`src/rtl/seven_segment_arbiter_pkg.sv`:
```
// Shared types and helpers for the seven-segment display arbiter.
package seven_segment_arbiter_pkg;

    // Arbiter ownership state.
    typedef enum logic {
        ST_IDLE = 1'b0,
        ST_OWN  = 1'b1
    } state_t;

    // Ceiling log2; used to size the digit and hold counters.
    function automatic int unsigned clog2(input int unsigned value);
        int unsigned r;
        r = 0;
        for (int unsigned v = value - 1; v > 0; v = v >> 1) begin
            r = r + 1;
        end
        return r;
    endfunction

endpackage

```
`src/rtl/seven_segment_arbiter_if.sv`:
```
// Requester/display bundle between the sources and the display arbiter.
interface seven_segment_arbiter_if #(
    parameter int unsigned w        = 32,
    parameter int unsigned n_digits = 8,
    parameter int unsigned n_src    = 4,
    parameter int unsigned div_w    = 16
);
    logic [div_w-1:0]          div;
    logic [n_src-1:0]          req;
    logic [n_src*w-1:0]        src_num;
    logic [n_src*n_digits-1:0] src_dots;
    logic                      en;
    logic [w-1:0]              num;
    logic [n_digits-1:0]       dots;
    logic [n_src-1:0]          gnt;
    logic                      frame_start;

    modport master (
        output div, req, src_num, src_dots,
        input  en, num, dots, gnt, frame_start
    );

    modport slave (
        input  div, req, src_num, src_dots,
        output en, num, dots, gnt, frame_start
    );
endinterface

```
`src/rtl/seven_segment_arbiter_round_robin_next.sv`:
```
// Combinational round-robin pick: searches from the index after the current
// owner (after the last index when idle) and returns a one-hot winner.
module round_robin_next
    import seven_segment_arbiter_pkg::*;
#(
    parameter int unsigned n_src = 4
) (
    input  logic [n_src-1:0] req,
    input  logic [n_src-1:0] gnt,
    input  logic             idle,
    output logic [n_src-1:0] winner,
    output logic             valid
);

    // Rotate the priority so the owner itself is considered last.
    always_comb begin
        int unsigned owner;
        int unsigned start;
        int unsigned pos;
        owner  = n_src - 1;
        winner = '0;
        valid  = 1'b0;
        if (!idle) begin
            for (int unsigned i = 0; i < n_src; i++) begin
                if (gnt[i]) owner = i;
            end
        end
        start = (owner + 1) % n_src;
        for (int unsigned k = 0; k < n_src; k++) begin
            pos = (start + k) % n_src;
            for (int unsigned i = 0; i < n_src; i++) begin
                if (!valid && (i == pos) && req[i]) begin
                    winner[i] = 1'b1;
                    valid     = 1'b1;
                end
            end
        end
    end

endmodule

```
`src/rtl/seven_segment_arbiter.sv`:
```
// Shares one multiplexed seven-segment display among several requesters:
// refresh prescaler, digit sequencing, frame-aligned round-robin grant with
// a minimum hold, and a frame-coherent snapshot of the owner's value.
module seven_segment_arbiter
    import seven_segment_arbiter_pkg::*;
#(
    parameter int unsigned w              = 32,
    parameter int unsigned bits_per_digit = 4,
    parameter int unsigned n_digits       = w / bits_per_digit,
    parameter int unsigned n_src          = 4,
    parameter int unsigned div_w          = 16,
    parameter int unsigned hold_frames    = 16
) (
    input logic                   clk,
    input logic                   reset,
    seven_segment_arbiter_if.slave bus
);

    localparam int unsigned DIG_W  = (n_digits > 1) ? clog2(n_digits) : 1;
    localparam int unsigned HOLD_W = (hold_frames > 1) ? clog2(hold_frames) : 1;
    localparam logic [DIG_W-1:0]  DIG_LAST  = DIG_W'(n_digits - 1);
    localparam logic [HOLD_W-1:0] HOLD_LAST = HOLD_W'(hold_frames - 1);

    logic [div_w-1:0]    cnt_q, cnt_d;
    logic                en_q, en_d;
    logic [DIG_W-1:0]    dig_q, dig_d;
    state_t              state_q, state_d;
    logic [HOLD_W-1:0]   hold_q, hold_d;
    logic [n_src-1:0]    gnt_q, gnt_d;
    logic [w-1:0]        num_q, num_d;
    logic [n_digits-1:0] dots_q, dots_d;
    logic                fs_q, fs_d;

    logic                boundary;
    logic                owner_req;
    logic [n_src-1:0]    rr_gnt;
    logic                rr_valid;

    round_robin_next #(
        .n_src(n_src)
    ) u_rr (
        .req   (bus.req),
        .gnt   (gnt_q),
        .idle  (state_q == ST_IDLE),
        .winner(rr_gnt),
        .valid (rr_valid)
    );

    // Prescaler and digit counter; >= lets a lowered div wrap at once.
    always_comb begin
        cnt_d = cnt_q + 1'b1;
        en_d  = 1'b0;
        if (cnt_q >= bus.div) begin
            cnt_d = '0;
            en_d  = 1'b1;
        end
        dig_d = dig_q;
        if (en_q) begin
            dig_d = (dig_q == DIG_LAST) ? '0 : dig_q + 1'b1;
        end
    end

    assign boundary  = en_q && (dig_q == DIG_LAST);
    assign owner_req = |(bus.req & gnt_q);

    // Ownership FSM and snapshot; everything visible changes only at a boundary.
    always_comb begin
        state_d = state_q;
        gnt_d   = gnt_q;
        hold_d  = hold_q;
        num_d   = num_q;
        dots_d  = dots_q;
        fs_d    = 1'b0;
        if (boundary) begin
            fs_d = 1'b1;
            case (state_q)
                ST_IDLE: begin
                    if (rr_valid) begin
                        state_d = ST_OWN;
                        gnt_d   = rr_gnt;
                        hold_d  = '0;
                    end
                end
                ST_OWN: begin
                    if (!owner_req) begin
                        hold_d = '0;
                        if (rr_valid) begin
                            gnt_d = rr_gnt;
                        end else begin
                            state_d = ST_IDLE;
                            gnt_d   = '0;
                        end
                    end else if ((hold_q >= HOLD_LAST) && rr_valid && (rr_gnt != gnt_q)) begin
                        gnt_d  = rr_gnt;
                        hold_d = '0;
                    end else if (hold_q != HOLD_LAST) begin
                        hold_d = hold_q + 1'b1;
                    end
                end
                default: begin
                    state_d = ST_IDLE;
                    gnt_d   = '0;
                    hold_d  = '0;
                end
            endcase
            num_d  = '0;
            dots_d = '0;
            for (int unsigned i = 0; i < n_src; i++) begin
                if (gnt_d[i]) begin
                    num_d  = num_d | bus.src_num[i*w +: w];
                    dots_d = dots_d | bus.src_dots[i*n_digits +: n_digits];
                end
            end
        end
    end

    // State and output registers with asynchronous clear.
    always_ff @(posedge clk or posedge reset) begin
        if (reset) begin
            cnt_q   <= '0;
            en_q    <= 1'b0;
            dig_q   <= '0;
            state_q <= ST_IDLE;
            hold_q  <= '0;
            gnt_q   <= '0;
            num_q   <= '0;
            dots_q  <= '0;
            fs_q    <= 1'b0;
        end else begin
            cnt_q   <= cnt_d;
            en_q    <= en_d;
            dig_q   <= dig_d;
            state_q <= state_d;
            hold_q  <= hold_d;
            gnt_q   <= gnt_d;
            num_q   <= num_d;
            dots_q  <= dots_d;
            fs_q    <= fs_d;
        end
    end

    assign bus.en          = en_q;
    assign bus.gnt         = gnt_q;
    assign bus.num         = num_q;
    assign bus.dots        = dots_q;
    assign bus.frame_start = fs_q;

endmodule

```
`src/flat_wrapper.sv`:
```
// flat-port wrapper written by rule: the top's interface ports become plain ports
module seven_segment_arbiter_flat import seven_segment_arbiter_pkg::*;
#(
    parameter int unsigned w              = 32,
    parameter int unsigned bits_per_digit = 4,
    parameter int unsigned n_digits       = w / bits_per_digit,
    parameter int unsigned n_src          = 4,
    parameter int unsigned div_w          = 16,
    parameter int unsigned hold_frames    = 16
)
  (clk, reset, bus_div, bus_req, bus_src_num, bus_src_dots, bus_en, bus_num, bus_dots, bus_gnt, bus_frame_start);
  seven_segment_arbiter_if #(.w(w), .n_digits(n_digits), .n_src(n_src), .div_w(div_w)) bus_i ();
  input logic clk;
  input logic reset;
  input wire logic [$bits(bus_i.div)-1:0] bus_div;
  input wire logic [$bits(bus_i.req)-1:0] bus_req;
  input wire logic [$bits(bus_i.src_num)-1:0] bus_src_num;
  input wire logic [$bits(bus_i.src_dots)-1:0] bus_src_dots;
  output wire logic [$bits(bus_i.en)-1:0] bus_en;
  output wire logic [$bits(bus_i.num)-1:0] bus_num;
  output wire logic [$bits(bus_i.dots)-1:0] bus_dots;
  output wire logic [$bits(bus_i.gnt)-1:0] bus_gnt;
  output wire logic [$bits(bus_i.frame_start)-1:0] bus_frame_start;
  assign bus_i.div = bus_div;
  assign bus_i.req = bus_req;
  assign bus_i.src_num = bus_src_num;
  assign bus_i.src_dots = bus_src_dots;
  assign bus_en = bus_i.en;
  assign bus_num = bus_i.num;
  assign bus_dots = bus_i.dots;
  assign bus_gnt = bus_i.gnt;
  assign bus_frame_start = bus_i.frame_start;
  seven_segment_arbiter #(.w(w), .bits_per_digit(bits_per_digit), .n_digits(n_digits), .n_src(n_src), .div_w(div_w), .hold_frames(hold_frames)) u_core (.clk(clk), .reset(reset), .bus(bus_i));
endmodule
```
`config.mk`:
```
export PLATFORM = sky130hd
export DESIGN_NAME = seven_segment_arbiter_flat
export DESIGN_NICKNAME = d
export VERILOG_FILES = /design/src/rtl/seven_segment_arbiter_pkg.sv /design/src/rtl/seven_segment_arbiter_if.sv /design/src/rtl/seven_segment_arbiter_round_robin_next.sv /design/src/rtl/seven_segment_arbiter.sv /design/src/flat_wrapper.sv
export SDC_FILE = /design/constraint.sdc
export NUM_CORES = 1
export LEC_CHECK = 0
export BUFFER_PORTS_ARGS = -buffer_cell sky130_fd_sc_hd__buf_2
export CAP_MARGIN = 10
export CELL_PAD_IN_SITES_DETAIL_PLACEMENT = 0
export CELL_PAD_IN_SITES_GLOBAL_PLACEMENT = 1
export CORE_MARGIN = 5
export CORE_UTILIZATION = 35
export CTS_BUF_LIST = sky130_fd_sc_hd__clkbuf_16
export CTS_CLUSTER_DIAMETER = 120
export DETAILED_ROUTE_END_ITERATION = 8
export PLACE_DENSITY_LB_ADDON = 0.1
export SLEW_MARGIN = 25
export SYNTH_ARGS = -nofsm -noshare
export SYNTH_HDL_FRONTEND = slang
export SYNTH_HIERARCHICAL = 1
export SYNTH_SLANG_ARGS = --single-unit
```
`constraint.sdc`:
```
create_clock -name clk -period 3.4 [get_ports clk]
set_input_delay 0 -clock clk [delete_from_list [all_inputs] [get_ports clk]]
set_output_delay 0 -clock clk [all_outputs]
set_load 0.05 [all_outputs]
```
==> results.yml <==
floorplanning:
  core.rowCount: 43
  ios: 228
  core-area_mm2: 0.0139
  die_h_um: 129
  initial_utilization_pct: 35.7
  fp.dieArea_mm2: 0.0167
  die_w_um: 129
setup_path:
  critPathKind: "register to register"
  cp.arrival_ns: 3.44
  critPathMaxFanout: 12
  crit_required_ns: 3.62
  crit_slowest_cell: "dlygate4sd3_1"
  worst_path_largest_cell_delay_ns: 0.59
  crit_family: "compound AO/OA/AOI/OAI gates"
  cp.depth: 12
  r2r.worst_path.cells: 12
  endpoint_kind: "register"
  crit_path_start_kind: "register"
  cp_num_buf_inv: 3
  cp_cell_sequence: "or2_0 > buf_4 > a221oi_4 > nor3_2 > a22o_1 > a22oi_1 > a21oi_4 > buf_12 > a21o_2 > a221oi_2 > dlygate4sd3_1 > a21oi_1"
sta:
  slew_headroom_pct: 39.2
  setup_viol: 0
  hold_violations: 0
  final.period_utilization_pct: 94.8
  tightest_slew_ns: 0.911
  drv_slew: 0
  fmax_mhz: 310
  fin_crit_ns: 3.22
  tns_ns: 0
  rsz0062_at_grt: "no"
  finClkSkew_ns: 0.00499
detailed_routing:
  drc: 0
  avgViaCountPerCell: 5.27
  drtIter0Drc: 341
  firstDrtPassIters: 5
  vias: 5727
  final_antenna_net_count: 0
  wl_um: 19200
  post_drt_wl_per_cell_um: 17.7
synthesis:
  avgSynthCellArea_um2: 9.44
  yosys_warnings: 6
  yosysTopAreaCellShare_pct: 35.2
  synth_nets: 729
  ys.flop_type: "dfrtp_1"
  synth_top_area_cell: "dfrtp_1"
  synthTopCellsByArea: "dfrtp_1 35%, a221oi_1 5.5%, a21o_1 5.4%"
  syn_inst: 527
  async_flop_share_pct: 100
  ys_seq_area_share_pct: 35.2
  yosysUniqueCellTypes: 59
  synth_edf_count: 0
  synth_area_mm2: 0.00498
  synth-seq-cells: 70
layout:
  syn_to_final_growth_pct: 63.0
  n_fill_cell: 1220
  final_common_cell: "buf_2"
  multi_input_area_mm2: 0.00291
  nets: 1103
  instances_no_fill: 1087
  drive_above_1_share_pct: 35.5
  layout_common_cells: "227 x buf_2, 149 x dlygate4sd3_1, 71 x nor2_1"
  seq_area_mm2: 0.00175
flow_run:
  maxCapViolations: 0
clock_tree:
  clk_latency_ns: 0.33
  clockBufferDepth: 2
  cts_buffers: 9
  htree_levels: 3
  clkSinkCount: 70
  root_buffer: "clkbuf_16"
  path_clk_slew_ns: 0.06
  tritoncts: "yes"
status:
  status: "finished clean"
global_routing:
  grt_start_max_net_pins: 49
  grt_pass1_vias: 6147
  grt_overflow: 0
  grt_usage_pct: 22.4
  grt_pass1_wl_um: 30000
  antenna_found_initial: 0
placed_design:
  gp_congestion: 0.867
  dp_hpwl_um: 12700
  portBuffers: 227
  placedCellCount: 918
power_and_ir_drop:
  leakage_nw: 3.83
  ir_drop_uv: 230
  pwr_density_cell_mw_per_mm2: 338
hold_path:
  hold_depth: 3
  hold_class: "primary input to register"
power by group:
part	internal, W	total, W	switching (W)
registers	0.000921	0.00100	0.0000800
logic	0.000351	0.000810	0.000459
clock network	0.000562	0.000934	0.000372
logic make-up after synthesis:
kind of cell               Yosys count  share of synthesized area (%)
AOI/OAI and AO/OA                  218                           35.0
and+or+nand+nor                    139                           13.6
DFF                                 70                           35.2
buffers and inverters               58                           7.09
adders and majority gates           20                           5.03
xor gates and xnor gates            18                           3.17
muxes                                4                          0.905
layer usage:
layer  part of all wire (%)  routed length (um)  track usage (%)  vias up
met5                      0                   0                0        -
met4                    2.1                 410             8.15        0
met3                    7.2                1380             5.81       37
met2                     50                9530             39.0      217
met1                     41                7900             26.7     2745
li1                       -                   -                -     2728
area by class of cell:
cell class | instances | share of cell area [%]
Multi-Input combinational cell | 399 | 35.8
Antenna cell | 1 | 0.0308
Tap cell | 180 | 2.78
Sequential cell | 70 | 21.6
Clock inverter | 7 | 0.802
Clock buffer | 9 | 2.78
Inverter | 22 | 1.03
Timing Repair Buffer | 399 | 35.2
state kept, by name, indices dropped and copies added, names as in the netlist:
name / flops
u_core/bus.dots: 8
u_core/bus.en: 1
u_core/bus.frame_start: 1
u_core/bus.gnt: 4
u_core/bus.num: 32
u_core/cnt_q: 16
u_core/dig_q: 3
u_core/hold_q: 4
u_core/state_q: 1
synth_stat cells (all sizes together), types with 3 or more instances:
master and count:
o211ai 3, a22oi 43, and3 7, nand2 29, o21ai 9, mux2 4, ha 20, nor3 5
or2 3, nand3 10, inv 22, nor2 71, a22o 4, a21o 45, buf 24, clkbuf 10
a221oi 42, nand4 3, a2111oi 3, xor2 12, xnor2 6, a21oi 58, dfrtp 70
repair_timing:
action | CTS | global route
gates resized for setup | 0 | 5
hold buffers | 148 | 1
endpoints found under the setup margin | 0 | 8
setup buffers | 0 | 3
hold endpoints to repair | 87 | 1
worst paths after layout:
kind,startpoint,to,slack (ns)
hold reg to reg,u_core/dig_q[1]$_DFFE_PP0P_,u_core/dig_q[1]$_DFFE_PP0P_,0.51
setup / recovery,u_core/bus.gnt[3]$_DFFE_PP0P_,u_core/bus.dots[4]$_DFFE_PP0P_,0.18
setup reg to reg,u_core/bus.gnt[3]$_DFFE_PP0P_,u_core/bus.dots[4]$_DFFE_PP0P_,0.18
hold / removal,bus_src_dots[7],u_core/bus.dots[7]$_DFFE_PP0P_,0.001
max in group asynchronous,reset,u_core/bus.num[29]$_DFFE_PP0P_,2.18
min in group asynchronous,reset,u_core/cnt_q[15]$_DFF_PP0_,0.38
per-stage QoR:
| step | total power [W] | hold WS [ns] | util [%] | worst slack [ns] | instance area [um^2] |
|---|---|---|---|---|---|
| 6_report | 0.00274 | 0.00146 | 58.2 | 0.175 | 8110 |
| 5_1_grt | 0.00289 | 0.00403 | 58.2 | 0.0107 | 8110 |
| 4_1_cts | 0.00276 | 0.000312 | 57.8 | 0.0326 | 8050 |
| 3_5_place_dp | 0.00169 | 0.222 | 45.0 | 0.431 | 6280 |
| 3_3_place_gp | 0.00168 | 0.224 | 44.8 | 0.253 | 6250 |
| 2_1_floorplan | 0.00143 | 0.174 | - | 0.323 | 4980 |
tightest hold or removal path: stages:
cell	delay [ns]
buf_2	0.08
a22oi_1	0.08
a21oi_1	0.14
(Power assumes the default switching activity.)
